--- src/rtl/ddr_axi_rd_master.sv ---
// AXI4 read-burst master: splits one linear read command into INCR bursts
// that never cross a 4 KB page, keeps a bounded number of bursts in flight
// and forwards returned beats as a valid/ready stream.
//
// state | meaning
// IDLE  | waiting for a command (only while DDR calibration is complete)
// ISSUE | presenting AR bursts until every beat of the command is requested
// DRAIN | waiting for the remaining R beats and rlast of every burst
module ddr_axi_rd_master #(
    parameter int ADDR_WIDTH      = 32,
    parameter int DATA_WIDTH      = 512,
    parameter int ID_WIDTH        = 4,
    parameter int AXI_ID          = 0,
    parameter int MAX_BURST       = 16,
    parameter int MAX_OUTSTANDING = 4,
    parameter int LEN_WIDTH       = 24
) (
    input  logic                  clk,
    input  logic                  reset,
    input  logic                  init_calib_complete,
    input  logic                  cmd_valid,
    output logic                  cmd_ready,
    input  logic [ADDR_WIDTH-1:0] cmd_addr,
    input  logic [LEN_WIDTH-1:0]  cmd_beats,
    output logic [ID_WIDTH-1:0]   m_axi_arid,
    output logic [ADDR_WIDTH-1:0] m_axi_araddr,
    output logic [7:0]            m_axi_arlen,
    output logic [2:0]            m_axi_arsize,
    output logic [1:0]            m_axi_arburst,
    output logic                  m_axi_arlock,
    output logic [3:0]            m_axi_arcache,
    output logic [2:0]            m_axi_arprot,
    output logic [3:0]            m_axi_arqos,
    output logic                  m_axi_arvalid,
    input  logic                  m_axi_arready,
    input  logic [ID_WIDTH-1:0]   m_axi_rid,
    input  logic [DATA_WIDTH-1:0] m_axi_rdata,
    input  logic [1:0]            m_axi_rresp,
    input  logic                  m_axi_rlast,
    input  logic                  m_axi_rvalid,
    output logic                  m_axi_rready,
    output logic [DATA_WIDTH-1:0] dout_data,
    output logic                  dout_last,
    output logic                  dout_valid,
    input  logic                  dout_ready,
    output logic                  busy,
    output logic                  done,
    output logic                  err
);

    localparam int BB = DATA_WIDTH / 8;
    localparam int SZ = $clog2(BB);
    localparam int OW = $clog2(MAX_OUTSTANDING + 1);

    typedef enum logic [1:0] {IDLE, ISSUE, DRAIN} state_t;

    state_t                state, state_nxt;
    logic [ADDR_WIDTH-1:0] addr;
    logic [LEN_WIDTH-1:0]  ar_rem;
    logic [LEN_WIDTH-1:0]  r_rem;
    logic [OW-1:0]         outstanding;
    logic                  err_q;
    logic                  cmd_hs, ar_hs, r_hs, r_last_hs;
    logic                  drain_done;
    logic [31:0]           page_beats;
    logic [31:0]           burst_n;
    logic                  unused_bits;

    assign cmd_hs     = cmd_valid & cmd_ready;
    assign ar_hs      = m_axi_arvalid & m_axi_arready;
    assign r_hs       = m_axi_rvalid & m_axi_rready;
    assign r_last_hs  = r_hs & m_axi_rlast;
    assign drain_done = (state == DRAIN) && (r_rem == '0) && (outstanding == '0);

    // rid is ignored: a single ID returns in order
    assign unused_bits = ^{m_axi_rid, cmd_addr[SZ-1:0]};

    // next burst length: limited by remaining beats, MAX_BURST and the 4 KB page
    always_comb begin
        page_beats = (32'd4096 - 32'(addr[11:0])) >> SZ;
        burst_n    = 32'(ar_rem);
        if (burst_n > 32'(MAX_BURST)) begin
            burst_n = 32'(MAX_BURST);
        end
        if (burst_n > page_beats) begin
            burst_n = page_beats;
        end
    end

    // AR channel: constant fields plus the current burst
    assign m_axi_arid    = ID_WIDTH'(AXI_ID);
    assign m_axi_araddr  = addr;
    assign m_axi_arlen   = (state == ISSUE) ? 8'(burst_n - 32'd1) : 8'd0;
    assign m_axi_arsize  = 3'(SZ);
    assign m_axi_arburst = 2'b01;
    assign m_axi_arlock  = 1'b0;
    assign m_axi_arcache = 4'b0011;
    assign m_axi_arprot  = 3'b000;
    assign m_axi_arqos   = 4'b0000;
    assign m_axi_arvalid = (state == ISSUE) && (outstanding < OW'(MAX_OUTSTANDING));

    // command/status; busy already drops in the cycle done pulses
    assign cmd_ready = (state == IDLE) && init_calib_complete && !reset;
    assign busy      = (state == ISSUE) || ((state == DRAIN) && !drain_done);
    assign done      = drain_done;
    assign err       = err_q;

    // R channel passes straight through to the stream while a command is live
    assign dout_valid   = m_axi_rvalid & busy;
    assign m_axi_rready = dout_ready & busy;
    assign dout_data    = m_axi_rdata;
    assign dout_last    = busy && (r_rem == LEN_WIDTH'(1));

    // state register
    always_ff @(posedge clk) begin
        if (reset) begin
            state <= IDLE;
        end else begin
            state <= state_nxt;
        end
    end

    // next-state logic
    always_comb begin
        state_nxt = state;
        case (state)
            IDLE: begin
                if (cmd_hs) begin
                    state_nxt = (cmd_beats == '0) ? DRAIN : ISSUE;
                end
            end
            ISSUE: begin
                if (ar_hs && (ar_rem == LEN_WIDTH'(burst_n))) begin
                    state_nxt = DRAIN;
                end
            end
            DRAIN: begin
                if (drain_done) begin
                    state_nxt = IDLE;
                end
            end
            default: state_nxt = IDLE;
        endcase
    end

    // address, beat counters and sticky error
    always_ff @(posedge clk) begin
        if (reset) begin
            addr   <= '0;
            ar_rem <= '0;
            r_rem  <= '0;
            err_q  <= 1'b0;
        end else if (cmd_hs) begin
            addr   <= {cmd_addr[ADDR_WIDTH-1:SZ], {SZ{1'b0}}};
            ar_rem <= cmd_beats;
            r_rem  <= cmd_beats;
            err_q  <= 1'b0;
        end else begin
            if (ar_hs) begin
                addr   <= addr + ADDR_WIDTH'(burst_n << SZ);
                ar_rem <= ar_rem - LEN_WIDTH'(burst_n);
            end
            if (r_hs) begin
                r_rem <= r_rem - LEN_WIDTH'(1);
                if (m_axi_rresp != 2'b00) begin
                    err_q <= 1'b1;
                end
            end
        end
    end

    // bursts in flight: +1 per AR, -1 per rlast, unchanged when both coincide
    always_ff @(posedge clk) begin
        if (reset) begin
            outstanding <= '0;
        end else begin
            case ({ar_hs, r_last_hs})
                2'b10:   outstanding <= outstanding + OW'(1);
                2'b01:   outstanding <= outstanding - OW'(1);
                default: outstanding <= outstanding;
            endcase
        end
    end

endmodule

--- config.mk ---
export PLATFORM = sky130hd
export DESIGN_NAME = ddr_axi_rd_master
export DESIGN_NICKNAME = d
export VERILOG_FILES = /design/src/rtl/ddr_axi_rd_master.sv
export SDC_FILE = /design/constraint.sdc
export NUM_CORES = 1
export LEC_CHECK = 0
export BUFFER_PORTS_ARGS = -buffer_cell sky130_fd_sc_hd__buf_2
export CAP_MARGIN = 20
export CORE_AREA = 4 4 445 447
export DETAILED_ROUTE_END_ITERATION = 6
export DIE_AREA = 0 0 449 451
export GPL_TIMING_DRIVEN = 0
export HOLD_SLACK_MARGIN = 0.15
export PLACE_DENSITY = 0.3
export SYNTH_ARGS = -nofsm -noshare
export SYNTH_HDL_FRONTEND = slang
export SYNTH_SLANG_ARGS = --single-unit
--- constraint.sdc ---
create_clock -name clk -period 9.9 [get_ports clk]
set_input_delay 0.495 -clock clk [delete_from_list [all_inputs] [get_ports clk]]
set_output_delay 0.495 -clock clk [all_outputs]
set_load 0.03 [all_outputs]
Yosys cells after proc, flatten, opt, wreduce, memory -nomap -nowiden
Index checks and enable logic that the tools add are counted.
{"block": "word_totals", "regBits": 86, "inputBits": 582, "out_inout_bits": 581}
{"block": "op_classes", "n_addsub": 7, "magnitude_cmp": 3, "eq_ne": 9, "n_mux": 15, "n_bitwise": 6, "reduce_logical": 22}
{"op": "$mux 24", "n": 5}
{"op": "$mux 32", "n": 2}
{"op": "$logic_not 24->1", "n": 2}
{"op": "$add 32x32->32", "n": 1}
{"op": "$gt 24x26->1", "n": 1}
{"op": "$mux 26", "n": 1}
{"op": "$eq 24x1->1 const B", "n": 1}
{"op": "$eq 24x24->1", "n": 1}
{"op": "$gt 24x5->1 const B", "n": 1}
{"op": "$sub 24x1->24 const B", "n": 1}
{"op": "$sub 24x24->24", "n": 1}
{"op": "$sub 13x12->14 const A", "n": 1}
{"op": "$logic_and 1x1->1", "n": 8}
{"op": "$mux 2", "n": 4}
{"op": "$mux 8", "n": 1}
{"op": "$reduce_bool 2->1", "n": 4}
{"op": "$sub 8x1->8 const B", "n": 1}
{"op": "$and 1x1->1", "n": 6}
{"op": "$pmux 2 s3", "n": 1}
{"op": "$pmux 3 s2", "n": 1}
{"op": "$eq 2x1->1 const B", "n": 2}
{"op": "$eq 2x2->1 const B", "n": 2}
{"op": "$ne 2x2->1 const B", "n": 2}
{"op": "$add 3x1->3 const B", "n": 1}
{"op": "other kinds (10)", "n": 11}

Longest topological paths before layout
Gate-level depths: netlist of run 1.
{"block": "depth", "ltp_word": 11, "depth_mapped": 23, "depth_no_buf": 23}

Worst setup path before layout of run 1
Ideal clock, no wire load.
{"block": "synth_path", "path_type": "register to register", "start": "reg ar_rem[0]", "end": "reg ar_rem[22]", "setup_time_ns": 0.133, "arrival_ns": 4.648, "t_required_ns": 9.767, "setup_slack_ns": 5.118, "path_stages_with_launch": 20, "path_buffers": 0, "synth_period_minus_slack_ns": 4.782, "cell_sequence": "dfxtp_1 -> or4_1 -> a211oi_2 -> and2_1 -> ha_1 -> nor2b_1 -> o21ai_0 -> o211ai_1 -> o211ai_2 -> o21ai_0 -> ha_1 -> fa_1 -> nand2b_1 -> a211oi_1 -> o31a_1 -> nor3_1 -> or3b_2 -> a41oi_1 -> mux2i_1 -> o211ai_1"}
{"block": "synth_between", "elab_chain_cells": 7}
{"item": "start: declaration", "line": "59", "text": "logic [LEN_WIDTH-1:0] ar_rem;"}
{"item": "start signal: assignment", "line": "155", "text": "ar_rem <= cmd_beats;"}
{"item": "start signal: assignment", "line": "161", "text": "ar_rem <= ar_rem - LEN_WIDTH'(burst_n);"}
{"item": "$gt 24x5->1", "line": "82", "text": "if (burst_n > 32'(MAX_BURST)) begin"}
{"item": "$mux 24", "line": "82"}
{"item": "$gt 24x26->1", "line": "85", "text": "if (burst_n > page_beats) begin"}
{"item": "$mux 26", "line": "85"}
{"item": "$sub 24x24->24 (*)", "line": "161"}
{"item": "$mux 24 (*)", "line": "159", "text": "if (ar_hs) begin"}
{"item": "$mux 24 (*)", "line": "153", "text": "end else if (cmd_hs) begin"}
Every way passes the cells marked *; elsewhere a longest branch is shown, timed or not. The select of a mux whose other input is x is not followed.
A chain may end at the register's enable or synchronous reset.

Worst setup path in the final report of run 1
{"block": "layout_path", "start": "reg ar_rem[12]", "end": "reg ar_rem[22]"}
The elaborated chain is that of the path after synthesis.

==> results.ini, run 1 <==
[finish]
multi_input_area_sq_mm=0.00500
synthToLayoutAreaGrowth_pct=63.7
drive_above_1_share=0.570
fin_cells=4651
regArea_sq_mm=0.00160
nFillCells=22800
fin_area_sq_mm=0.0175
nets=2744

[clock_network]
post_cts_buffers=0
insertion_delay_ns=0.38
ctsLongestPathBuffers=2
hold_buffers=0
cts_max_level=3
cts_num_sinks=80
cts-root-buf=clkbuf_16
numCtsBuffers=9
cts_tree=yes
post_cts_resized=0
clkTransAtPathRegs_ns=0.07

[logic_synthesis]
async_flop_share=0
ys_ff_latch=80
synth_top_area_share=0.378
synth_compound_area_frac=0.169
yosysSeqAreaShare=0.149
syn_inst=1416
yosysTopAreaCell=buf_4
muxShareOfSynthArea=0.00957
syn_area_sq_mm=0.0107
synthXorXnorAreaFrac=0.0310
yosysWarnings=0
synthAdderAreaFrac=0.0745
yosys_most_used_dff=dfxtp_1
synth_top_family_by_area=buffers and inverters
yosys.area_share.simple=0.160
syn_avg_cell_area_sq_um=7.57
synth_cell_types=76
synth.area.top_cells=buf_4, dfxtp_1, ha_1
synth-edff-count=0
yosysMostFrequentCell=buf_4
synth_commonest_cells=buf_4, nand2_1, nor2_1, dfxtp_1, a21oi_1

[critical_path]
crit_slowest_cell=or3b_2
path_max_fanout=10
r2r_setup_slack_ns=3.97
rr_worst_depth=21
critPathBufInv=1
critPathLaunchType=flop
path_cells=nor4_1 > nand4_1 > a211oi_2 > nand2_1 > inv_1 > ha_1 > a21o_1 > a21oi_1 > o211ai_1 > o211ai_2 > o21ai_0 > ha_1 > fa_1 > nand2b_1 > a211oi_1 > o31a_1 > nor3_1 > or3b_2 > a41oi_1 > mux2i_1 > o211ai_1
cp.arrival_ns=6.16
required_ns=10.13
end_kind=flop
crit_type=reg -> reg
slowest_delay_ns=0.51
cp_top_family=compound AO/OA/AOI/OAI gates
cp.depth=21

[placed_design]
gpl.final_weighted_congestion=0.975
dp_hpwl_um=75800
io_buffers=613
dp_slack_ns=3.87
dpl.cell_count=4631
placed_area_sq_mm=0.0172

[route]
top_layer_used=met5
wl_per_cell_um=18.0
wl_met2_um=43200
postRouteAntennaNets=0
drt_pre_antenna_iters=6
vias=12100
routed_wl_um=83600
route.detailed.drc=0
drtIter0Drc=637
met1Wirelength_um=31900
dr_wl_met3_um=5300
viasPerCell=2.61

[global_route]
grt_max_degree=15
overflow=0
grt_usage=0.0766
antenna_found_initial=45
grt_pass1_wl_um=106000
grt_pass1_vias=11800

[die]
dieWidth_um=449
initial_core_util=0.0552
dieArea_sq_mm=0.202
fp.dieH_um=451
ios=1163
core_sq_mm=0.194
num_rows=162

[sta]
setup_viol=0
worst_slack_ns=3.97
fin_crit_ns=5.93
finalMaxSlewViolations=0
hold_viol=0
tightest_slew_ns=1.02
fin_worst_skew_ns=0.0133
fin_crit_sh=0.599
rsz0062_at_grt=no
fin_setup_tns_ns=0
fmax_mhz=169
relSlewSlack=0.317

[worst_hold_path]
hold_depth=3
min-delay-path-class=in -> reg

[pwr]
power.density_mw_per_mm2=163
p_leak_nw=8.14
ir_drop_v=0.000101

[flow_run]
maxCapViolCount=0

[status]
status=completed

-- layer usage --
metal  vias to the layer above  global-route usage
li1                       5693                   -
met1                      5685              0.0864
met2                       630               0.140
met3                       120              0.0180
met4                        12              0.0277
met5                         -                   0
-- per-stage QoR --
stage,total power [mW],utilization,hold slack [ns]
after floorplan,1.85,-,0.462
after global placement,2.51,0.0885,0.456
after detailed placement,2.49,0.0885,0.459
after CTS,2.91,0.0903,0.346
after global routing,3.07,0.0903,0.378
final,2.87,0.0903,0.363
-- path summary, 6_finish.rpt --
check                                        startpoint                      endpoint
worst max-delay path            ar_rem[12]$_SDFFE_PP0P_       ar_rem[22]$_SDFFE_PP0P_
worst min-delay path                        cmd_addr[7]  m_axi_araddr[7]$_SDFFE_PP0P_
worst max register to register  ar_rem[12]$_SDFFE_PP0P_       ar_rem[22]$_SDFFE_PP0P_
worst min register to register         err$_SDFFE_PP0P_              err$_SDFFE_PP0P_
-- sequential cells by signal (all words and copies together), names as in the netlist --
| signal | flops |
|---|---|
| r_rem | 24 |
| state | 2 |
| outstanding | 3 |
| m_axi_araddr | 26 |
| ar_rem | 24 |
| err | 1 |
-- power breakdown --
part           leakage [nW]  switching [mW]  internal (mW)  total (mW)
clock                 0.167           0.168          0.238       0.406
sequential            0.651          0.0732          0.384       0.458
combinational          7.32            1.28          0.720        2.00
-- worst min-delay path, delay by kind of cell --
| family | cells | cell delay (ns) |
|---|---|---|
| AND/OR/NAND/NOR | 1 | 0.07 |
| buffers and inverters | 1 | 0.08 |
| AO/OA/AOI/OAI | 1 | 0.06 |
-- layout by cell type, fill, tap and decap left out, drive strengths merged, types with 5 or more instances in the layout --
master / synthesis / routed
buf: 546 / 1159
nand2: 83 / 83
nor2: 82 / 82
dfxtp: 80 / 80
a21oi: 73 / 73
conb: 2 / 62
ha: 59 / 59
o21ai: 48 / 48
clkbuf: 32 / 43
inv: 35 / 37
nor3: 29 / 29
nand3: 27 / 27
a31oi: 27 / 27
xnor2: 23 / 23
or3: 22 / 22
nor4: 19 / 19
a21o: 17 / 17
a211oi: 16 / 16
o211ai: 16 / 16
xor2: 15 / 15
nand4: 12 / 12
a22oi: 11 / 11
nor2b: 10 / 10
and4: 8 / 8
mux2i: 8 / 8
a221oi: 8 / 8
o311ai: 7 / 7
and3: 7 / 7
and2: 6 / 6
o21a: 6 / 6
o22ai: 6 / 6
a311oi: 6 / 6
or4: 6 / 6
nand2b: 6 / 6
or2: 5 / 5
-- area by class of cell --
cell class / instances / area share
Inverter: 35 / 0.00749
Clock buffer: 11 / 0.0144
Timing Repair Buffer: 613 / 0.175
Antenna cell: 4 / 0.000571
Clock inverter: 5 / 0.00492
Buffer: 578 / 0.240
Tap cell: 2542 / 0.181
Multi-Input combinational cell: 783 / 0.285
Sequential cell: 80 / 0.0913
-- kinds of logic (layout without fill, tap and decap cells) --
family	after synthesis	count (layout)
buf+inv	613	1242
simple gates	335	335
compound gates	276	276
flops	80	80
fa+ha+maj	62	62
xor+xnor	38	38
mux	10	10
other cells	2	66
(Power assumes the default switching activity.)
==> run 2: changes to the inputs <==
- CORE_AREA: 4 4 445 447 -> 4 4 456 458
- DIE_AREA: 0 0 449 451 -> 0 0 460 462
- clock period: 9.9 -> 4.78 ns (I/O delays scaled with it)
==> run 2 against run 1 <==
The run now ends with negative setup slack left. Design area increased by 9.0%. Combinational power increased to 2.7 times the previous value. Worst setup slack got worse by 4.1 ns. Fmax increased by 20%. Register-to-register slack worse by 4.1 ns. Die area up 4.9%. Count of clock-buffer cells in the layout shrank 2. Via count up 5.5%. Sequential share of layout area decreased by 0.70 points. Critical endpoint unchanged.
==> results.ini, run 2 (synthesized netlist as in run 1, its figures left out) <==
[route]
viasPerCell=2.63  ; +0.78%
drtIter0Drc=521  ; -18%
route.detailed.drc=0  ; unchanged
vias=12800  ; +5.5%
drt_pre_antenna_iters=5  ; -1
wl_per_cell_um=20.2  ; +13%
routed_wl_um=98500  ; +18%
postRouteAntennaNets=0  ; unchanged

[critical_path]
critPathLaunchType=flop
slowest_delay_ns=0.43  ; -0.08 ns
worstReg2RegStart=ar_rem[15]$_SDFFE_PP0P_
end_kind=flop
r2r_setup_slack_ns=-0.17  ; -4.14 ns
critPathBufInv=5  ; +4
crit_slowest_cell=or3b_4
cp.arrival_ns=5.19  ; -0.97 ns
rr_worst_depth=24  ; +14%
required_ns=5.02  ; -5.11 ns
worstReg2RegEnd=ar_rem[22]$_SDFFE_PP0P_
cp.depth=24  ; +14%
path_cells=nor4_2 > nand4_1 > buf_6 > a211oi_4 > nand2_2 > inv_2 > ha_4 > a21o_1 > a21oi_2 > o211ai_1 > o211ai_4 > buf_12 > mux2i_4 > inv_2 > ha_4 > buf_6 > nand2b_4 > a211oi_4 > o31a_1 > nor3_2 > or3b_4 > a41oi_2 > mux2i_1 > o211ai_1
path_max_fanout=5  ; -5
cp_top_family=compound AO/OA/AOI/OAI gates
crit_type=reg -> reg

[global_route]
overflow=0  ; unchanged
grt_pass1_vias=12700  ; +7.2%
antenna_found_initial=76  ; +69%
grt_pass1_wl_um=121000  ; +13%
grt_max_degree=16  ; +1
grt_usage=0.0857  ; +0.00912

[worst_hold_path]
hold_depth=3  ; unchanged
min-delay-path-class=in -> reg
whs_endpoint=m_axi_araddr[7]$_SDFFE_PP0P_
hp-start=cmd_addr[7]

[sta]
tightest_slew_ns=1.01  ; -0.0156 ns
fin_crit_sh=1.04  ; +0.436
finalMaxSlewViolations=0  ; unchanged
holdWs_ns=0.167  ; -0.195 ns
fin_worst_skew_ns=0.0137  ; +0.000386 ns
hold_viol=0  ; unchanged
fmax_mhz=202  ; +20%
setup_viol=12  ; +12
rsz0062_at_grt=yes
worst_slack_ns=-0.169  ; -4.14 ns
relSlewSlack=0.328  ; +0.0104
fin_setup_tns_ns=-0.940  ; -0.940 ns
fin_crit_ns=4.95  ; -0.983 ns

[placed_design]
dp_hpwl_um=89500  ; +18%
placed_area_sq_mm=0.0174  ; +1.1%
dp_slack_ns=-1.30  ; -5.18 ns
io_buffers=613  ; unchanged
gpl.final_weighted_congestion=0.872  ; -11%

[finish]
nets=2816  ; +2.6%
synthToLayoutAreaGrowth_pct=78.4
largest_reg_flops=26  ; unchanged
final_common_cell=buf_2
drive_above_1_share=0.627  ; +0.0574
layout_common_cells=buf_2, buf_4, nand2_1
fin_area_sq_mm=0.0191  ; +9.0%
fin_util=0.0938  ; +0.00343
nFillCells=23900  ; +4.8%

[clock_network]
cts_tree=yes
clkTransAtPathRegs_ns=0.08  ; about the same
cts_max_level=3  ; unchanged
numCtsBuffers=9  ; unchanged
ctsLongestPathBuffers=2  ; unchanged
cts_num_sinks=80  ; unchanged
cts-root-buf=clkbuf_16
insertion_delay_ns=0.38  ; about the same

[status]
violations=negative setup slack
status=complete, but fails checks

[die]
ios=1163  ; unchanged
num_rows=166  ; +2.5%
dieWidth_um=460  ; +2.4%
initial_core_util=0.0526  ; -0.00265
dieArea_sq_mm=0.213  ; +4.9%
fp.dieH_um=462  ; +2.4%
core_sq_mm=0.204  ; +5.0%

[flow_run]
maxCapViolCount=0  ; unchanged

[pwr]
ir_drop_v=0.000214  ; +110%
power.density_mw_per_mm2=369  ; +130%
p_leak_nw=8.53  ; +4.8%

run 2: area by class of cell:
class                      count  area (sq um)  share of cell area
tap                         2688          3360               0.176
buffer                       578          4210               0.220
multi-input combinational    783          5800               0.303
antenna                        5          12.5            0.000654
clock inverter                 7          55.1             0.00288
timing repair buffer         685          3720               0.194
clock buffer                   9           225              0.0118
inverter                      35           134             0.00700
sequential                    80          1610              0.0843
run 2: routing by layer:
| metal | vias up | global-route usage | routed length (um) |
|---|---|---|---|
| met5 | - | 0 | 122 |
| met4 | 20 | 0.0347 | 4350 |
| met3 | 166 | 0.0212 | 7670 |
| met2 | 893 | 0.164 | 51400 |
| met1 | 5897 | 0.0889 | 35000 |
| li1 | 5835 | - | - |
run 2: repair_timing:
item / 4_1_cts / 5_1_grt
hold endpoints to repair: 12 / 0
gates resized for setup: 95 / 87
hold buffers: 12 / 0
endpoints found under the setup margin: 47 / 31
pin swaps: 36 / 64
setup buffers: 34 / 25
run 2: stage by stage:
stage | power (mW) | instances
final | 7.06 | 4870
after global routing | 7.58 | 4868
after CTS | 6.76 | 4840
after detailed placement | 5.21 | 4778
after global placement | 5.25 | 4777
after floorplan | 3.84 | 1476
run 2: power by group:
group | total [mW] | switching [mW] | leakage, nW | internal [mW]
Sequential | 0.968 | 0.170 | 0.654 | 0.798
Clock | 0.732 | 0.372 | 0.138 | 0.360
Combinational | 5.36 | 3.10 | 7.74 | 2.27
Total | 7.06 | 3.64 | 8.53 | 3.42
run 2: how the worst max path moves through the flow:
stage | startpoint | end | slack, ns
2_1_floorplan | ar_rem[0]$_SDFFE_PP0P_ | ar_rem[22]$_SDFFE_PP0P_ | 0.07
3_3_place_gp | ar_rem[23]$_SDFFE_PP0P_ | m_axi_araddr[25]$_SDFFE_PP0P_ | -1.30
3_5_place_dp | ar_rem[23]$_SDFFE_PP0P_ | ar_rem[22]$_SDFFE_PP0P_ | -1.30
4_1_cts | ar_rem[22]$_SDFFE_PP0P_ | m_axi_araddr[30]$_SDFFE_PP0P_ | -0.16
5_1_grt | ar_rem[23]$_SDFFE_PP0P_ | ar_rem[22]$_SDFFE_PP0P_ | -0.42
6_report | ar_rem[15]$_SDFFE_PP0P_ | ar_rem[22]$_SDFFE_PP0P_ | -0.17
run 2: worst register-to-register path, cell delays in order, from the launching register on:
cell and delay, ns:
dfxtp_1 0.35, nor4_2 0.34, nand4_1 0.15, buf_6 0.16, a211oi_4 0.31, nand2_2 0.11, inv_2 0.08, ha_4 0.19
a21o_1 0.18, a21oi_2 0.13, o211ai_1 0.15, o211ai_4 0.17, buf_12 0.17, mux2i_4 0.30, inv_2 0.10, ha_4 0.29
buf_6 0.10, nand2b_4 0.06, a211oi_4 0.23, o31a_1 0.24, nor3_2 0.05, or3b_4 0.43, a41oi_2 0.22, mux2i_1 0.21
o211ai_1 0.09
==> run 3: changes to the inputs <==
- CTS_CLUSTER_DIAMETER: not set -> 30
- RECOVER_POWER: not set -> 100
==> run 3 against run 2 <==
The run still ends with negative setup slack left. Count of clock-buffer cells in the layout did not move. Via count is 0.27% lower. Design area decreased by 3.5%. Global-route usage is the same. Clock power about the same. Power is 1.1% lower. Non-clock buffer count unchanged. Critical endpoint unchanged. Worst hold slack hardly changed. Sequential power hardly changed. Largest power group unchanged.
==> results.ini, run 3 (synthesized netlist as in run 1, its figures left out) <==
[die]
initial_core_util=0.0526  ; unchanged
fp.dieH_um=462  ; unchanged
dieArea_sq_mm=0.213  ; unchanged
core_sq_mm=0.204  ; unchanged
ios=1163  ; unchanged
dieWidth_um=460  ; unchanged
num_rows=166  ; unchanged

[route]
vias=12800  ; -0.27%
routed_wl_um=98500  ; about the same
drtIter0Drc=555  ; +6.5%
postRouteAntennaNets=0  ; unchanged
viasPerCell=2.62  ; -0.27%
wl_per_cell_um=20.2  ; about the same
drt_pre_antenna_iters=5  ; unchanged
route.detailed.drc=0  ; unchanged

[clock_network]
insertion_delay_ns=0.38  ; about the same
cts-root-buf=clkbuf_16
cts_max_level=3  ; unchanged
ctsLongestPathBuffers=2  ; unchanged
clkTransAtPathRegs_ns=0.08  ; about the same
cts_tree=yes
numCtsBuffers=9  ; unchanged
cts_num_sinks=80  ; unchanged

[critical_path]
path_max_fanout=5  ; unchanged
cp.arrival_ns=5.19  ; about the same
end_kind=flop
critPathLaunchType=flop
crit_type=reg -> reg
required_ns=5.02  ; about the same

[pwr]
p_leak_nw=7.01  ; -18%
power.density_mw_per_mm2=379  ; +2.6%
ir_drop_v=0.000214  ; about the same

[global_route]
met1_usage=0.0889  ; unchanged
grt_most_used_layer=met2
grt_max_degree=16  ; unchanged
grt_use_met2=0.164  ; unchanged
use_met3=0.0212  ; unchanged
overflow=0  ; unchanged
antenna_found_initial=72  ; -5.3%
grt_usage=0.0857  ; unchanged
grt_pass1_vias=12700  ; unchanged
grt_pass1_wl_um=121000  ; unchanged

[sta]
holdWs_ns=0.168  ; +0.000357 ns
rsz0062_at_grt=yes
finalMaxSlewViolations=0  ; unchanged
worst_slack_ns=-0.171  ; -0.00206 ns
hold_viol=0  ; unchanged
tightest_slew_ns=1.00  ; -0.00413 ns
fin_crit_sh=1.04  ; about the same
fmax_mhz=202  ; about the same
setup_viol=12  ; unchanged
fin_worst_skew_ns=0.0129  ; -0.000823 ns
relSlewSlack=0.330  ; +0.00275
fin_crit_ns=4.95  ; +0.00206 ns

[worst_hold_path]
min-delay-path-class=in -> reg

[finish]
nets=2816  ; unchanged
fin_util=0.0905  ; -0.00330
synthToLayoutAreaGrowth_pct=72.1
layout_common_cells=buf_4, clkbuf_1, nand2_1
final_common_cell=buf_4
nFillCells=24200  ; +1.3%
drive_above_1_share=0.380  ; -0.247
largest_reg_flops=26  ; unchanged

[placed_design]
io_buffers=613  ; unchanged
dp_hpwl_um=89500  ; unchanged
gpl.final_weighted_congestion=0.872  ; unchanged
dp_slack_ns=-1.30  ; unchanged

[flow_run]
maxCapViolCount=0  ; unchanged

[status]
status=complete, but fails checks
violations=negative setup slack

## run 3: cell type report
cell class | instances | area (sq um) | share of cell area
sequential | 80 | 1610 | 0.0873
clock buffer | 9 | 225 | 0.0122
clock inverter | 7 | 55.1 | 0.00298
multi-input combinational | 783 | 5800 | 0.314
buffer | 578 | 4210 | 0.228
antenna | 5 | 12.5 | 0.000678
timing repair buffer | 685 | 3040 | 0.165
inverter | 35 | 134 | 0.00726
tap | 2688 | 3360 | 0.182
## run 3: per-stage QoR
step	total power, mW	cell area [sq um]	TNS [ns]	cells
floorplan	3.84	10900	0	1476
global placement	5.25	17400	-31.85	4777
detailed placement	5.21	17400	-30.27	4778
CTS	6.76	18500	-0.965	4840
global route	7.51	18400	-6.25	4868
finish	6.99	18500	-0.979	4870
## run 3: report_power, final
| group | total, mW | switching, mW | internal (mW) |
|---|---|---|---|
| registers | 0.969 | 0.171 | 0.798 |
| logic | 5.29 | 3.10 | 2.19 |
| clock network | 0.729 | 0.369 | 0.360 |
| total | 6.99 | 3.64 | 3.35 |
## run 3: final timing paths
check                           from                           end  slack, ns  cells after the start
max reg2reg  ar_rem[15]$_SDFFE_PP0P_       ar_rem[22]$_SDFFE_PP0P_      -0.17                     24
min reg2reg         err$_SDFFE_PP0P_              err$_SDFFE_PP0P_       0.48                      1
max          ar_rem[15]$_SDFFE_PP0P_       ar_rem[22]$_SDFFE_PP0P_      -0.17                     24
min                      cmd_addr[7]  m_axi_araddr[7]$_SDFFE_PP0P_       0.17                      3
## run 3: per-layer routing
layer	vias to the layer above	wire, um
li1	5837	-
met2	884	51300
met4	20	4450
met1	5857	35000
met3	178	7640
met5	-	122
## run 3: repair_timing
item,in CTS,in global routing
buffers inserted,34,25
hold buffers,12,0
endpoints found under the hold margin,12,0
endpoints found under the setup margin,47,31
gates resized for setup,95,87
pin swaps,36,64
## run 3: worst max-delay path, cell delays in order (launching register included)
cell,delay [ns]
dfxtp_1,0.35
nor4_2,0.34
nand4_1,0.15
buf_6,0.16
a211oi_4,0.31
nand2_2,0.11
inv_2,0.08
ha_4,0.19
a21o_1,0.18
a21oi_2,0.13
o211ai_1,0.15
o211ai_4,0.17
buf_12,0.17
mux2i_4,0.29
inv_2,0.10
ha_4,0.29
buf_6,0.09
nand2b_4,0.06
a211oi_4,0.23
o31a_1,0.24
nor3_2,0.05
or3b_4,0.43
a41oi_2,0.22
mux2i_1,0.20
o211ai_1,0.09
